$ cat config.mk
export PLATFORM = sky130hd
export DESIGN_NAME = vga_box_drawer
export DESIGN_NICKNAME = d
export VERILOG_FILES = /design/src/rtl/vga_box_drawer.sv
export SDC_FILE = /design/constraint.sdc
export NUM_CORES = 1
export LEC_CHECK = 0
export ABC_AREA = 1
export BUFFER_PORTS_ARGS = -buffer_cell sky130_fd_sc_hd__buf_2
export CAP_MARGIN = 20
export CORE_MARGIN = 2
export CORE_UTILIZATION = 45
export DETAILED_ROUTE_END_ITERATION = 6
export PLACE_DENSITY_LB_ADDON = 0.3
export SLEW_MARGIN = 30
export SYNTH_ARGS = -nofsm -noshare
export SYNTH_HDL_FRONTEND = slang
export SYNTH_SLANG_ARGS = --single-unit
$ cat constraint.sdc
create_clock -name CLOCK_50 -period 4 [get_ports CLOCK_50]
set_clock_uncertainty 0.15 [all_clocks]
set_input_delay 0.6 -clock CLOCK_50 [delete_from_list [all_inputs] [get_ports CLOCK_50]]
set_output_delay 0.6 -clock CLOCK_50 [all_outputs]
set_load 0.05 [all_outputs]
$ cat src/rtl/vga_box_drawer.sv
// Pixel sequencer for the VGA adapter: plots a clipped BOX_W x BOX_H filled box
// at a latched origin, or sweeps the whole screen to black, one pixel per clock.
//
//  state   | meaning
//  --------+--------------------------------------------------------------
//  S_IDLE  | waiting; load latches origin/colour, clear/draw start an op
//  S_DRAW  | rastering the box, x fastest; off-screen pixels have plot=0
//  S_CLEAR | rastering the full screen with colour 0
//  S_DONE  | single-cycle completion pulse, then back to S_IDLE
module vga_box_drawer #(
    parameter int BOX_W = 4,
    parameter int BOX_H = 4,
    parameter int SCR_W = 160,
    parameter int SCR_H = 120
) (
    input  logic       CLOCK_50,
    input  logic       resetn,
    input  logic [7:0] x_in,
    input  logic [6:0] y_in,
    input  logic [2:0] color_in,
    input  logic       load,
    input  logic       draw,
    input  logic       clear,
    output logic [7:0] VGA_X,
    output logic [6:0] VGA_Y,
    output logic [2:0] VGA_COLOR,
    output logic       plot,
    output logic       busy,
    output logic       done
);

    typedef enum logic [1:0] {
        S_IDLE  = 2'd0,
        S_DRAW  = 2'd1,
        S_CLEAR = 2'd2,
        S_DONE  = 2'd3
    } state_t;

    localparam logic [7:0] BOX_X_LAST = 8'(BOX_W - 1);
    localparam logic [6:0] BOX_Y_LAST = 7'(BOX_H - 1);
    localparam logic [7:0] SCR_X_LAST = 8'(SCR_W - 1);
    localparam logic [6:0] SCR_Y_LAST = 7'(SCR_H - 1);
    localparam logic [8:0] SCR_W_LIM  = 9'(SCR_W);
    localparam logic [7:0] SCR_H_LIM  = 8'(SCR_H);

    state_t     state_q, state_d;
    logic [7:0] x_q, x_d;
    logic [6:0] y_q, y_d;
    logic [2:0] col_q, col_d;
    logic [7:0] cx_q, cx_d;
    logic [6:0] cy_q, cy_d;

    // Widened sums so a box hanging past the edge clips instead of wrapping to 0.
    logic [8:0] px;
    logic [7:0] py;

    assign px = {1'b0, x_q} + {1'b0, cx_q};
    assign py = {1'b0, y_q} + {1'b0, cy_q};

    always_ff @(posedge CLOCK_50 or negedge resetn) begin
        if (!resetn) begin
            state_q <= S_IDLE;
            x_q     <= '0;
            y_q     <= '0;
            col_q   <= '0;
            cx_q    <= '0;
            cy_q    <= '0;
        end else begin
            state_q <= state_d;
            x_q     <= x_d;
            y_q     <= y_d;
            col_q   <= col_d;
            cx_q    <= cx_d;
            cy_q    <= cy_d;
        end
    end

    always_comb begin
        state_d = state_q;
        x_d     = x_q;
        y_d     = y_q;
        col_d   = col_q;
        cx_d    = cx_q;
        cy_d    = cy_q;
        unique case (state_q)
            S_IDLE: begin
                if (load) begin
                    x_d   = x_in;
                    y_d   = y_in;
                    col_d = color_in;
                end
                if (clear || draw) begin
                    cx_d    = '0;
                    cy_d    = '0;
                    state_d = clear ? S_CLEAR : S_DRAW;
                end
            end
            S_DRAW: begin
                if (cx_q == BOX_X_LAST) begin
                    cx_d = '0;
                    if (cy_q == BOX_Y_LAST) begin
                        cy_d    = '0;
                        state_d = S_DONE;
                    end else begin
                        cy_d = cy_q + 7'd1;
                    end
                end else begin
                    cx_d = cx_q + 8'd1;
                end
            end
            S_CLEAR: begin
                if (cx_q == SCR_X_LAST) begin
                    cx_d = '0;
                    if (cy_q == SCR_Y_LAST) begin
                        cy_d    = '0;
                        state_d = S_DONE;
                    end else begin
                        cy_d = cy_q + 7'd1;
                    end
                end else begin
                    cx_d = cx_q + 8'd1;
                end
            end
            S_DONE: begin
                state_d = S_IDLE;
            end
            default: begin
                state_d = S_IDLE;
            end
        endcase
    end

    // Outputs depend only on registers, so reset clears them without a clock.
    always_comb begin
        VGA_X     = '0;
        VGA_Y     = '0;
        VGA_COLOR = '0;
        plot      = 1'b0;
        busy      = 1'b0;
        done      = 1'b0;
        unique case (state_q)
            S_DRAW: begin
                VGA_X     = px[7:0];
                VGA_Y     = py[6:0];
                VGA_COLOR = col_q;
                plot      = (px < SCR_W_LIM) && (py < SCR_H_LIM);
                busy      = 1'b1;
            end
            S_CLEAR: begin
                VGA_X = cx_q;
                VGA_Y = cy_q;
                plot  = 1'b1;
                busy  = 1'b1;
            end
            S_DONE: begin
                done = 1'b1;
            end
            default: begin
            end
        endcase
    end

endmodule

Word-level counts from Yosys, hierarchy flattened
Index checks and enable logic that the tools add are counted.
{ "totals": {"register_bits": 35, "latch_bits": 0, "mem_bits_rw": 0, "rom_bits": 0, "inputBits": 23, "output_inout_bits": 21, "wordCells": 56, "n_memories": 0} }
{ "op_classes": {"n_addsub": 4, "n_mul": 0, "div_mod_pow": 0, "order_cmp": 2, "n_eq_ne": 12, "shifts": 0, "mux": 23, "bitwise_logic": 0, "n_reduce_logical": 9} }
{ "op_table": {"columns": ["cell", "count"], "rows": [
  ["$mux 7", 5],
  ["$mux 8", 3],
  ["$pmux 8 s3", 1],
  ["$pmux 7 s3", 1],
  ["$pmux 8 s2", 1],
  ["$pmux 7 s2", 1],
  ["$mux 2", 6],
  ["$ne 2x2->1 const B", 5],
  ["$add 8x8->9", 1],
  ["$lt 9x8->1 const B", 1],
  ["$add 7x7->8", 1],
  ["$add 8x1->8 const B", 1],
  ["$eq 8x2->1 const B", 1],
  ["$eq 8x8->1 const B", 1],
  ["$lt 8x7->1 const B", 1],
  ["$pmux 2 s4", 1],
  ["$add 7x1->7 const B", 1],
  ["$eq 7x2->1 const B", 1],
  ["$eq 7x7->1 const B", 1],
  ["$reduce_and 5->1", 1],
  ["$eq 2x2->1 const B", 2],
  ["$reduce_and 2->1", 2],
  ["$reduce_and 4->1", 1],
  ["$mux 3", 1],
  ["8 further kinds", 9]
]} }

Longest topological paths before layout
Gate-level depths: netlist of run 1.
{ "logic_depth": {"ltp_word": 4, "mapped_depth": 16, "ltp_nobuf": 16} }

Least setup slack after synthesis of run 1
OpenSTA, ideal clock, no wires.
{ "synth_path": {"path_kind": "register -> output", "startpoint": "register state_q[0]", "endpoint": "output port VGA_X[0]", "t_arrival_ns": 2.412, "required_ns": 3.250, "setup_slack_ns": 0.838, "stages_incl_launch_ff": 7, "path_buffers": 2, "cell_sequence": "dfrtp_1 inv_1 ha_1 buf_4 clkinv_1 clkbuf_1 a21oi_1"} }
{ "synth_via": {"elab_chain_cells": 2, "word_cells_on_any_way": 3, "classes_between": "eq/ne: 2; mux: 1"} }
{ "synth_rtl": {"columns": ["item", "line", "source"], "rows": [
  ["start: declaration", "46", "state_t state_q, state_d;"],
  ["start signal: assignment", "69", "state_q <= state_d;"],
  ["$eq 2x2->1 / $eq 2x1->1 (equally long branches)", "141", "unique case (state_q)"],
  ["$pmux 8 s2 (*)", "141", null],
  ["end: declaration", "24", "output logic [7:0] VGA_X,"]
]} }
Mark *: on every way between the ends. The rest lies on a longest branch, timed or not.

Worst setup path in the final report of run 1
{ "layout_path": {"startpoint": "register cx_q[0]", "endpoint": "output port plot"} }
{ "layout_via": {"elab_chain_cells": 4} }
{ "layout_rtl": {"columns": ["item", "line", "source"], "rows": [
  ["start: declaration", "50", "logic [7:0] cx_q, cx_d;"],
  ["start signal: assignment", "66", "cx_q <= '0;"],
  ["start signal: assignment", "73", "cx_q <= cx_d;"],
  ["$add 8x8->9", "57", "assign px = {1'b0, x_q} + {1'b0, cx_q};"],
  ["$lt 9x8->1", "146", "plot = (px < SCR_W_LIM) && (py < SCR_H_LIM);"],
  ["$logic_and 1x1->1", "146", null],
  ["$pmux 1 s2", "141", null],
  ["end: declaration", "27", "output logic plot,"]
]} }
No other way between the ends.

==> results.md, run 1 <==
- The run finished with clean final reports.
- The synthesized-area fraction occupied by adder cells is 0.1134.
- Gates resized during post-CTS repair numbered 0.
- For this run, asynchronously set or reset flops after synthesis account for 1.000.
- The met3 track demand over resource is 0.02935.
- The startpoint identified for the worst register-to-register timing path is state_q[0].
- The maximum root-to-sink buffer count is 2.
- The Yosys step of the flow raised 0 warnings.
- The post-CTS repair timing setup buffer count is 0.
- The arrival time reported for the critical path endpoint is between 2 and 3 ns.
- In the synthesized netlist, the cells that appear most often are sky130_fd_sc_hd__nand2_1 (113), sky130_fd_sc_hd__inv_1 (46), sky130_fd_sc_hd__dfrtp_1 (35).
- The worst reg-to-reg setup slack is 1.77 ns.
- The first-pass GRT wire length is 10.58 mm.
- Once detail routing completed, the nets flagged for antenna violations numbered 0.
- Yosys instantiated no cell more often than sky130_fd_sc_hd__nand2_1.
- The fmax is 0.3037 GHz.
- The met1 global-route usage is 0.2525.
- The TritonCTS clock tree is built.
- The kind of critical path is reg2out.
- The mapped netlist covers roughly 0.0028 sq mm.
- The standard cell area after detailed placement is 0.003060 sq mm.
- The routed layout has about 2500 vias.
- The stage delay of the slowest cell on the critical path is between 0.3 and 0.4 ns.
- Summed over all cells, the static leakage comes to around 1.7 nW.
- The synthesized net count is 421.
- The largest net degree at the start of global routing is 36.
- Measured along the x axis, the die boundary spans 82.60 microns.
- Traced cell by cell, the critical path runs through ha_1 -> inv_1 -> fa_1 -> inv_1 -> nand2_1 -> nand2_1 -> nand3_1 -> nand2_1 -> nand2_1 -> nand2_1 -> nand2_1 -> nand2_1 -> nand2_1 -> nor2_1 -> nor2_1 -> nor2_1 -> buf_2.
- The met2 routing resource usage after global routing is 0.3500.
- After routing, the total negative slack on setup checks comes to 0 ns.
- The critical path contains buffers and inverters numbering 3 combined.
- In the global route stage, overall resource usage came out at 0.1993.
- After detailed routing, the average wire length per cell comes to approximately 13 microns.
- The row count is 28.
- The number of global-route vias before repair is between 2000 and 2500.
- After synthesis, the share of cell area in mux cells is 0.06886.
- The number of clock buffers added by TritonCTS is 5.
- The xor/xnor share of the synthesized area is 0.01575.
- The global route total overflow is 0.
- The worst pin sits at a relative slew slack of 0.3877.
- The number of synthesized flops with an enable pin is 0.
- The final setup violation count is 0.
- Across the VDD grid, the largest voltage drop is roughly 0.43 mV.
- After synthesis, the cell types taking the most area are sky130_fd_sc_hd__dfrtp_1 (32%), sky130_fd_sc_hd__nand2_1 (15%), sky130_fd_sc_hd__ha_1 (9.9%), sky130_fd_sc_hd__mux2_2 (6.9%), sky130_fd_sc_hd__inv_1 (6.2%).
- Counting cells, the worst reg-to-reg path comes to 7.
- The count of unique library cells instantiated by Yosys is 33.
- With fillers left out, the area of the finished cells amounts to roughly 0.0032 sq mm.
- In this run the clock root is driven by a sky130_fd_sc_hd__clkbuf_8.
- Clock-pin slew was measured on the worst setup and hold paths at approximately 0.080 ns.
- The detailed-route wire length is about 6.2 mm.
- The main flop type after synthesis is sky130_fd_sc_hd__dfrtp_1.
- The detail-routed via count per cell is 5.113.
- The DRC violations left is 0.
- The max-slew violation count is 0.
- The final net count is 465.
- The count of buffers added on input and output ports is 43.
- The routability congestion estimate from global placement is around 0.83.
- 0 antenna diodes ended up in the layout.
- The count of final hold-check violations is 0.
- STA classifies the critical path startpoint as a flop.
- The critical path starts at cx_q[0].
- The share of synthesized area in the top cell type comes to 0.3150.
- The largest family of logic cells by synthesized area is simple AND/OR/NAND/NOR gates.
- The routing layer with the top usage in global route is met2.
- The hold-fix buffer count after cts is 0.
- The starting density of the core is 0.4668.
- The initial antenna violation count was 0.
- The power per cell area is ~730 mW/mm^2.
- STA puts the critical path data required time at 3.25 ns.
- STA classifies the critical path endpoint as a primary output.
- Relative to the synthesized area, the layout overhead comes to 14.31%.
- The register bit count reported by yosys is 35.
- The worst hold path belongs to the class in2async.
- The library cell occupying the most area in the post-synthesis netlist is sky130_fd_sc_hd__dfrtp_1.
- The simple-gate share of the synthesized area is 0.3164.
- Clock tree synthesis found a total of 35 sinks.
- Setup repair after global routing left no endpoint under its margin.
- The part of the Yosys area used for sequential elements is 0.3150.
- The clock network latency to the later pin of the worst-skew pair is 0.29 ns.
- The total area inside the core boundary comes to between 0.005 and 0.006 sq mm.
- Max-cap violations in this run came to 0.
- The capture instance of the worst register-to-register path is cx_q[2].
- The die area is roughly 0.0068 sq mm.
- Counting every instance in the synthesized netlist gives between 300 and 400.
- For the pin with the worst max-slew slack, the measured transition is approximately 0.9 ns.
- The number of DRC markers in iteration 0 is about 110.
- Once detailed placement completed, the half-perimeter wirelength came to between 4 and 5 mm.
- The H-tree depth reported by CTS is 2.
- The maximum net fanout on the critical path is 4.
- By instance count, the cell type seen most on the critical path is sky130_fd_sc_hd__nand2_1.
- For this design the top-level I/O count stands at 44.
- In the final layout, the share of cells above drive strength 1 is 0.2124.
- The average instance in the mapped netlist occupies 7.434 sq um.
- The share of the clock period used by the worst path is 0.8233.
- The share of the synthesized area in compound gates (AO/OA/AOI/OAI) is 0.08596.
- Among all stages on the critical path, the largest delay is contributed by sky130_fd_sc_hd__dfrtp_1.
- The kind of cell adding the most delay to the critical path is simple AND/OR/NAND/NOR gates.
- The die height is 82.60 microns.
- The number of optimization iterations in the first detailed-route pass is 4.
- Counting I/O delays and the setup requirement, the final critical path takes approximately 3.3 ns.
==> worst reg2reg max path: cells and delay by family, from the launching register on <==
| family | cells | cell delay [ns] |
|---|---|---|
| adders and majority gates | 1 | 0.77 |
| DFF | 1 | 0.42 |
| AOI/OAI and AO/OA | 2 | 0.35 |
| and+or+nand+nor | 2 | 0.25 |
| buffers and inverters | 2 | 0.22 |
==> per-layer routing <==
layer,wire (microns),share of wire,vias up
li1,-,-,1301
met1,2899,0.47,1172
met2,3031,0.49,44
met3,212,0.034,9
met4,88,0.014,0
met5,0,0,-
==> layout by cell type, fill, tap and decap left out, drive strengths merged, types with 5 or more instances in the layout <==
master  Yosys  final
buf         3     44
a21oi      29     29
mux2       17     17
nand3b      5      5
inv        51     51
ha         22     22
clkbuf      4      6
nand3      30     30
nand4      10     10
o21ai       9      9
dfrtp      35     35
nand2     115    115
nor2       28     28
==> layout make-up <==
class,instances,area (sq um)
timing repair buffer,44,222.7
multi-input combinational,279,1669
inverter,53,198.9
sequential,35,875.8
fill,585,2778
tap,75,93.84
clock buffer,6,82.58
clock inverter,2,35.03
==> worst max path at each step <==
stage,cells past startpoint,endpoint
after floorplan,6,VGA_X[0]
after global routing,17,plot
final,17,plot
after global placement,14,plot
after detailed placement,17,plot
after CTS,17,plot
==> through the flow <==
| step | hold slack (ns) | setup WS [ns] | power, W | cells | util |
|---|---|---|---|---|---|
| floorplan | 0.1544 | 0.8376 | 0.001689 | 374 | - |
| global placement | 0.3366 | 1.066 | 0.001942 | 486 | 0.5139 |
| detailed placement | 0.3459 | 1.008 | 0.001978 | 486 | 0.5139 |
| CTS | 0.2817 | 0.6728 | 0.002323 | 494 | 0.5336 |
| global route | 0.3062 | 0.3845 | 0.002513 | 494 | 0.5336 |
| finish | 0.2465 | 0.7068 | 0.002309 | 494 | 0.5336 |
==> registers in the layout (all words and copies together), names as in the netlist <==
signal   cells
cx_q         8
y_q          7
x_q          8
state_q      2
cy_q         7
col_q        3
==> cells by family (layout without fill, tap and decap cells) <==
logic type	count (synthesis)	in the layout
compound gates	41	41
xor+xnor	5	5
fa+ha+maj	24	24
buf+inv	60	105
flops	35	35
mux	17	17
simple gates	192	192
==> where the power goes <==
part           internal, W  total (W)  switching (W)  leakage, nW
Sequential        0.000474   0.000567      0.0000925        0.443
Combinational     0.000446    0.00141       0.000960         1.18
Clock             0.000202   0.000337       0.000135       0.0612
Total              0.00112    0.00231        0.00119         1.68
Note: power is estimated with default switching activity, not from simulation.
==> inputs of run 2 (changes only) <==
- ABC_AREA: 1 -> 0
- clock period: 4 -> 3 ns (I/O delays scaled with it)
==> results.md, run 2 <==
- The flow ran to the end, and the final reports show no timing, DRC or antenna violations.
- The clock-pin slew on the worst setup and hold paths is 0.07 ns (about the same).
- The routability congestion estimate from global placement is 0.8470 (+1.4%).
- The worst slew slack as a fraction of its limit is 0.4251 (+0.03736).
- The fmax is about 0.34 GHz.
- The count of unique library cells instantiated by Yosys was 48 (+45%).
- Sorting the synthesized cells by area gives the leading types as sky130_fd_sc_hd__dfrtp_1 (33%), sky130_fd_sc_hd__ha_1 (11%), sky130_fd_sc_hd__mux2_2 (8.2%), sky130_fd_sc_hd__nor2b_1 (4.1%), sky130_fd_sc_hd__o21ai_0 (4.0%).
- The top cell types in the final layout, fill and taps aside, are sky130_fd_sc_hd__buf_2 (37), sky130_fd_sc_hd__dfrtp_1 (35), sky130_fd_sc_hd__o21ai_0 (20), sky130_fd_sc_hd__nand2_1 (20).
- The hold-fix buffer count after cts was 0 (unchanged).
- The number of warnings issued by yosys came to 0 (unchanged).
- The largest registers in the layout are cx_q x8, x_q x8.
- The share of the synthesized area in the top cell type is 0.3343 (+0.01926).
- The total of buffers placed on input and output ports was 43 (unchanged).
- The arrival time reported for the critical path endpoint is 2.36 ns (-0.18 ns).
- The startpoint of the most critical register-to-register path is cx_q[0].
- The post-synthesis cell count is 276 (-26%).
- The die area is 0.006449 sq mm (-5.5%).
- The area of the core is 0.005574 sq mm (-6.4%).
- The worst reg-to-reg setup slack was 0.43 ns (-1.34 ns).
- The worst hold slack after final layout is 0.1028 ns (-0.1437 ns).
- The maximum net fanout on the critical path is 3 (-1).
- The worst reg2reg path depth was 7 (unchanged).
- The row count is 27 (-3.6%).
- The reported leakage power is 1.453 nW (-14%).
- The register bit count reported by yosys is 35 (unchanged).
- The final design instance area without fill is 0.003183 sq mm (+0.16%).
- The detailed-route wire length is 6.186 mm (-0.72%).
- The power per cell area is 1044 mW/mm^2 (+44%).
- The total standard cell area after synthesis is 0.002620 sq mm (-5.8%).
- The clock network latency to the later pin of the worst-skew pair was 0.28 ns (about the same).
- The mean area per synthesized cell came to 9.493 sq um (+28%).
- The root buffer cell chosen for the clock tree is sky130_fd_sc_hd__clkbuf_8.
- The placed wire-length estimate is 4.600 mm (-1.1%).
- The vias after detailed routing is 2283 (-9.6%).
- The detail-routed via count per cell came to 5.596 (+9.4%).
- The final standard cell count with taps included and fillers excluded came to 408 (-17%).
- The part of the Yosys area used for sequential elements is 0.3343 (+0.01926).
- The count of pins on the block boundary came to 44 (unchanged).
- The max-slew violation count is 0 (unchanged).
- The DRC violations left is 0 (unchanged).
- The max capacitance violation total is 0 (unchanged).
- The final setup violation count is 0 (unchanged).
- The worst setup path is captured at a primary output.
- The number of global-route vias before repair came to 2273 (-6.8%).
- The critical path is of the reg2out type.
- The worst vdd rail ir drop came to 0.6797 mV (+59%).
- Among all cell types in the netlist, the one instantiated most often is sky130_fd_sc_hd__dfrtp_1.
- The horizontal die dimension is 80.31 microns (-2.8%).
- The maximum root-to-sink buffer count came to 2 (unchanged).
- The cell total after placement is 397 (-18%).
- The commonest cells after synthesis are sky130_fd_sc_hd__dfrtp_1 (35), sky130_fd_sc_hd__ha_1 (22), sky130_fd_sc_hd__o21ai_0 (21).
- Setup repair after global routing could not meet its margin everywhere.
- The first-pass GRT wire length is 10.52 mm (-0.59%).
- The initial antenna violation count is 0 (unchanged).
- The starting density of the core was 0.4700 (+0.003227).
- The slew at the pin with the worst max-slew slack was 0.8603 ns (-0.05812 ns).
- The largest net degree at the start of global routing is 36 (unchanged).
- The standard cell area after detailed placement is 0.002993 sq mm (-2.2%).
- The worst endpoint required time is 2.40 ns (-0.85 ns).
- The final net count is 382 (-18%).
- The wire length per cell is 15.16 microns (+20%).
- The async set-or-reset flop fraction in the synthesized netlist is 1.000 (unchanged).
- The synthesized net count is 323 (-23%).
- The most common cell after layout, fill and taps aside is sky130_fd_sc_hd__buf_2.
- The remaining antenna violation count came to 0 (unchanged).
- The post-route setup TNS is 0 ns (unchanged).
- The number of DRC markers in iteration 0 is 188 (+79%).
- In this run the critical register-to-register path is captured at cy_q[6].
- The total routing usage reported by global routing is 0.2099 (+0.01060).
- The H-tree depth reported by CTS came to 2 (unchanged).
- The number of synthesized flops with an enable pin was 0 (unchanged).
- The post-layout utilization of the core is 0.5710 (+0.03743).
- The number of optimization iterations in the first detailed-route pass is 4 (unchanged).
- The worst setup path is launched from a flop.
- The global route total overflow is 0 (unchanged).
- The area growth from synthesis to final layout is 21.49%.
- The die height is 80.31 microns (-2.8%).
- Of the available clock period, the critical path in the final layout requires 0.9866.
- The total number of clock tree sinks is 35 (unchanged).
- Subtracting the final worst setup slack from the clock period gives just under 3 ns.
- The type of the most critical hold path is in2async.
- The TritonCTS clock tree is built.
- The total inserted antenna cells is 0 (unchanged).
- The count of final hold-check violations is 0 (unchanged).
- The main flop type after synthesis is sky130_fd_sc_hd__dfrtp_1.
- The synthesized design spends more area on one cell type than any other, namely sky130_fd_sc_hd__dfrtp_1.
- The layout cell share with drive strength beyond 1 was 0.3125 (+0.1001).
- The number of buffers added by the clock tree synthesis step is 5 (unchanged).
run 2: changes by cell type after synthesis, moves of 6 or more:
cell	previous run	this run
sky130_fd_sc_hd__a21oi_1	28	5
sky130_fd_sc_hd__a22oi_1	0	10
sky130_fd_sc_hd__inv_1	46	7
sky130_fd_sc_hd__nand2_1	113	20
sky130_fd_sc_hd__nand2b_1	0	6
sky130_fd_sc_hd__nand3_1	28	11
sky130_fd_sc_hd__nor2b_1	0	17
sky130_fd_sc_hd__o21ai_0	9	21
run 2: cells by family (layout without fill, tap and decap cells):
| group | count (synthesis) | count (layout) | synth area share |
|---|---|---|---|
| xor gates and xnor gates | 12 | 12 | 0.04011 |
| DFF | 35 | 35 | 0.3343 |
| adders and majority gates | 24 | 24 | 0.1203 |
| muxes | 22 | 22 | 0.09313 |
| buffers and inverters | 15 | 75 | 0.02435 |
| AOI/OAI and AO/OA | 66 | 66 | 0.1786 |
| and+or+nand+nor | 102 | 102 | 0.2092 |
run 2: timing repair:
action / CTS / global route
endpoints found under the setup margin: 5 / 6
pin swaps: 0 / 7
setup buffers: 1 / 2
resized for setup: 6 / 23
run 2: final cells by class:
| class | instances | area, sq um |
|---|---|---|
| Multi-Input combinational cell | 226 | 1737 |
| Sequential cell | 35 | 875.8 |
| Tap cell | 72 | 90.09 |
| Timing Repair Buffer | 60 | 372.9 |
| Clock buffer | 7 | 76.32 |
| Clock inverter | 1 | 5.005 |
| Fill cell | 514 | 2391 |
| Inverter | 7 | 26.28 |
run 2: report_power, final:
part	internal, W	total [W]	switching, W
Combinational	0.000855	0.00224	0.00139
Clock	0.000163	0.000327	0.000164
Sequential	0.000636	0.000754	0.000118
run 2: worst max path at each step:
stage               start        to  depth (start not counted)
4_1_cts           cx_q[1]  VGA_X[7]                          7
2_1_floorplan  state_q[0]  VGA_X[1]                          4
3_5_place_dp      cx_q[0]      plot                          9
3_3_place_gp      cx_q[0]      plot                          9
6_report          cy_q[0]      plot                          8
5_1_grt           cy_q[0]      plot                          8
run 2: stage by stage:
step / total power (W) / setup slack, ns
2_1_floorplan: 0.002414 / -0.1500
3_3_place_gp: 0.002829 / 0.1732
3_5_place_dp: 0.002885 / 0.1176
4_1_cts: 0.003264 / -0.004634
5_1_grt: 0.003610 / -0.07907
6_report: 0.003323 / 0.04008
run 2: critical path, stage by stage (launching register included):
cell                       delay [ns]
sky130_fd_sc_hd__dfrtp_1         0.38
sky130_fd_sc_hd__ha_2            0.21
sky130_fd_sc_hd__fa_2            0.39
sky130_fd_sc_hd__a211oi_4        0.28
sky130_fd_sc_hd__nor2_2          0.06
sky130_fd_sc_hd__xor2_1          0.18
sky130_fd_sc_hd__nand4_1         0.13
sky130_fd_sc_hd__a32o_2          0.30
sky130_fd_sc_hd__buf_8           0.15
run 2: layer usage:
layer | up-vias | wire length, microns | GRT usage | share of wire
met5 | - | 0 | 0 | 0
met4 | 0 | 58 | 0.04576 | 0.0094
li1 | 1133 | - | - | -
met1 | 1086 | 2619 | 0.2509 | 0.42
met3 | 6 | 334 | 0.05056 | 0.054
met2 | 58 | 3174 | 0.3792 | 0.51
==> inputs of run 3 (changes only) <==
==> constraint.sdc (replaced) <==
create_clock -name CLOCK_50 -period 3 [get_ports CLOCK_50]
set_clock_uncertainty 0.15 [all_clocks]
set_input_delay 0 -clock CLOCK_50 [delete_from_list [all_inputs] [get_ports CLOCK_50]]
set_output_delay 0 -clock CLOCK_50 [all_outputs]
set_load 0.05 [all_outputs]
==> results.md, run 3 (synthesized netlist as in run 2, its figures left out) <==
- The count of pins on the block boundary is 44 (unchanged).
- The area of the core is 0.005574 sq mm (unchanged).
- Setup repair after global routing left no endpoint under its margin.
- The share of the clock period used by the worst path is 0.9215 (-0.06511).
- The type of the most critical hold path is in2async.
- The first-pass GRT wire length is 10.46 mm (-0.52%).
- The number of optimization iterations in the first detailed-route pass is 4 (unchanged).
- Relative to the synthesized area, the layout overhead comes to 23.59%.
- The maximum net fanout on the critical path is 6 (+3).
- The top cell types in the final layout, fill and taps aside, are sky130_fd_sc_hd__buf_2 (42), sky130_fd_sc_hd__dfrtp_1 (35), sky130_fd_sc_hd__ha_1 (22).
- The clock tree root driver cell is sky130_fd_sc_hd__clkbuf_8.
- The setup slack after layout was 0.2354 ns (+0.1953 ns).
- The worst slew slack as a fraction of its limit came to 0.4634 (+0.03830).
- The number of global-route vias before repair came to 2279 (+0.26%).
- The total number of clock tree sinks is 35 (unchanged).
- The die area is 0.006449 sq mm (unchanged).
- STA classifies the critical path startpoint as a flop.
- The layout cell share with drive strength beyond 1 was 0.2332 (-0.07926).
- The worst reg-to-reg setup slack is 0.46 ns (+0.03 ns).
- The shortest clock period the worst path allows after layout is 2.765 ns (-0.1953 ns).
- The power per cell area is 1023 mW/mm^2 (-2.0%).
- The max capacitance violation total is 0 (unchanged).
- The largest net degree at the start of global routing is 36 (unchanged).
- The slew at the pin with the worst max-slew slack is 0.8030 ns (-0.05732 ns).
- The die height is 80.31 microns (unchanged).
- The vias after detailed routing came to 2303 (+0.88%).
- The count of final hold-check violations came to 0 (unchanged).
- The kind of cell with the highest combined delay along the critical path is adder cells.
- The H-tree depth reported by CTS came to 2 (unchanged).
- The clock-pin slew on the worst setup and hold paths was 0.08 ns (about the same).
- The routability congestion estimate from global placement is 0.8165 (-3.6%).
- The final standard cell count with taps included and fillers excluded is 415 (+1.7%).
- The detail-routed via count per cell is 5.549 (-0.83%).
- The arrival time reported for the critical path endpoint came to 2.61 ns (+0.25 ns).
- The number of buffers added by the clock tree synthesis step is 5 (unchanged).
- The initial antenna violation count is 0 (unchanged).
- The wire length per cell came to 14.87 microns (-2.0%).
- The clock network latency to the later pin of the worst-skew pair is 0.29 ns (about the same).
- The worst hold slack after final layout is 0.1828 ns (+0.07998 ns).
- The met1 global-route usage was 0.2493 (-0.001580).
- The stage delay of the slowest cell on the critical path is 0.44 ns (+0.05 ns).
- The number of DRC markers in iteration 0 is 87 (-54%).
- The total inserted antenna cells is 0 (unchanged).
- The maximum root-to-sink buffer count came to 2 (unchanged).
- The total routing usage reported by global routing is 0.2095 (-0.0003636).
- The final net count is 389 (+1.8%).
- The total of buffers placed on input and output ports is 43 (unchanged).
- TritonCTS built the clock tree.
- The horizontal die dimension is 80.31 microns (unchanged).
- The run finished with clean final reports.
- The remaining antenna violation count was 0 (unchanged).
- The met3 track demand over resource is 0.04045 (-0.01011).
- The filler cell count in the final layout is 492 (-4.3%).
- The instance count on the critical path came to 8 (unchanged).
- The post-CTS repair timing setup buffer count is 0 (-1).
- The global route total overflow is 0 (unchanged).
- The critical path goes through ha_1 -> fa_1 -> a211oi_1 -> nor2_1 -> xor2_1 -> nand2_1 -> a21boi_0 -> buf_2.
- The global routing stage identified its most utilized layer as met2.
- The DRC violations left is 0 (unchanged).
- The met2 routing resource usage after global routing is 0.3725 (-0.006667).
- The max-slew violation count is 0 (unchanged).
- The placed wire-length estimate is 4.410 mm (-4.1%).
- The most common cell after layout, fill and taps aside is sky130_fd_sc_hd__buf_2.
- The post-place setup slack is 0.4853 ns (+0.3677 ns).
- STA classifies the critical path endpoint as a primary output.
- The starting density of the core is 0.4700 (unchanged).
- The buffering stage count on the worst path with inverters included came to 1 (unchanged).
- The worst reg2reg path depth came to 6 (-1).
- The final setup violation count is 0 (unchanged).
- The detailed-route wire length is 6.169 mm (-0.27%).
- The post-layout utilization of the core came to 0.5809 (+0.009876).
- The post-route setup TNS is 0 ns (unchanged).
- The cell total after placement is 387 (-2.5%).
- The largest registers in the layout are cx_q x8, x_q x8.
- The fmax is 0.3617 GHz (+7.1%).
- The worst vdd rail ir drop is 0.4859 mV (-29%).
- For this design, the slowest cell found on the critical path is sky130_fd_sc_hd__dfrtp_1.
- The kind of critical path is reg2out.
- The worst endpoint required time is 2.85 ns (+0.45 ns).
- The row count came to 27 (unchanged).
- The reported leakage power came to 1.479 nW (+1.8%).
==> run 3: changes by cell type in the layout (fill, tap and decap cells not counted), moves of 4 or more <==
cell                            delta
sky130_fd_sc_hd__ha_1              +5
sky130_fd_sc_hd__buf_2             +5
sky130_fd_sc_hd__dlygate4sd3_1    +20
sky130_fd_sc_hd__buf_4            -15
sky130_fd_sc_hd__ha_2              -4
==> run 3: stage by stage <==
stage / power [W] / instance area (sq um)
final: 0.003312 / 3238
after global routing: 0.003562 / 3238
after CTS: 0.003317 / 3236
after detailed placement: 0.002838 / 2918
after global placement: 0.002799 / 2918
after floorplan: 0.002411 / 2620
==> run 3: what timing repair did <==
| action | in CTS | in global routing |
|---|---|---|
| hold endpoints to repair | 55 | 0 |
| hold buffers | 20 | 0 |
| gates resized for setup | 0 | 1 |
| endpoints found under the setup margin | 0 | 1 |
==> run 3: final cells by class <==
class | count | area (sq um) | area share
multi-input combinational | 226 | 1680 | 0.5189
timing repair buffer | 67 | 447.9 | 0.1383
clock buffer | 6 | 82.58 | 0.02550
sequential | 35 | 875.8 | 0.2705
clock inverter | 2 | 35.03 | 0.01082
inverter | 7 | 26.28 | 0.008114
tap | 72 | 90.09 | 0.02782
==> run 3: path summary, 6_finish.rpt <==
path / startpoint / to
max in group asynchronous: resetn / state_q[0]
min reg2reg: col_q[2] / col_q[2]
min: resetn / x_q[3]
max: cy_q[0] / VGA_Y[4]
min in group CLOCK_50: draw / cx_q[0]
max reg2reg: cx_q[0] / cy_q[6]
==> run 3: per-layer routing <==
metal,part of all wire,up-vias
met4,0.018,0
met2,0.50,63
li1,-,1142
met3,0.041,12
met1,0.44,1086
met5,0,-
==> run 3: report_power, final <==
| group | internal, W | switching (W) | leakage (nW) |
|---|---|---|---|
| registers | 0.000635 | 0.000122 | 0.444 |
| clock network | 0.000269 | 0.000181 | 0.0612 |
| logic | 0.000763 | 0.00134 | 0.973 |
| total | 0.00167 | 0.00164 | 1.48 |
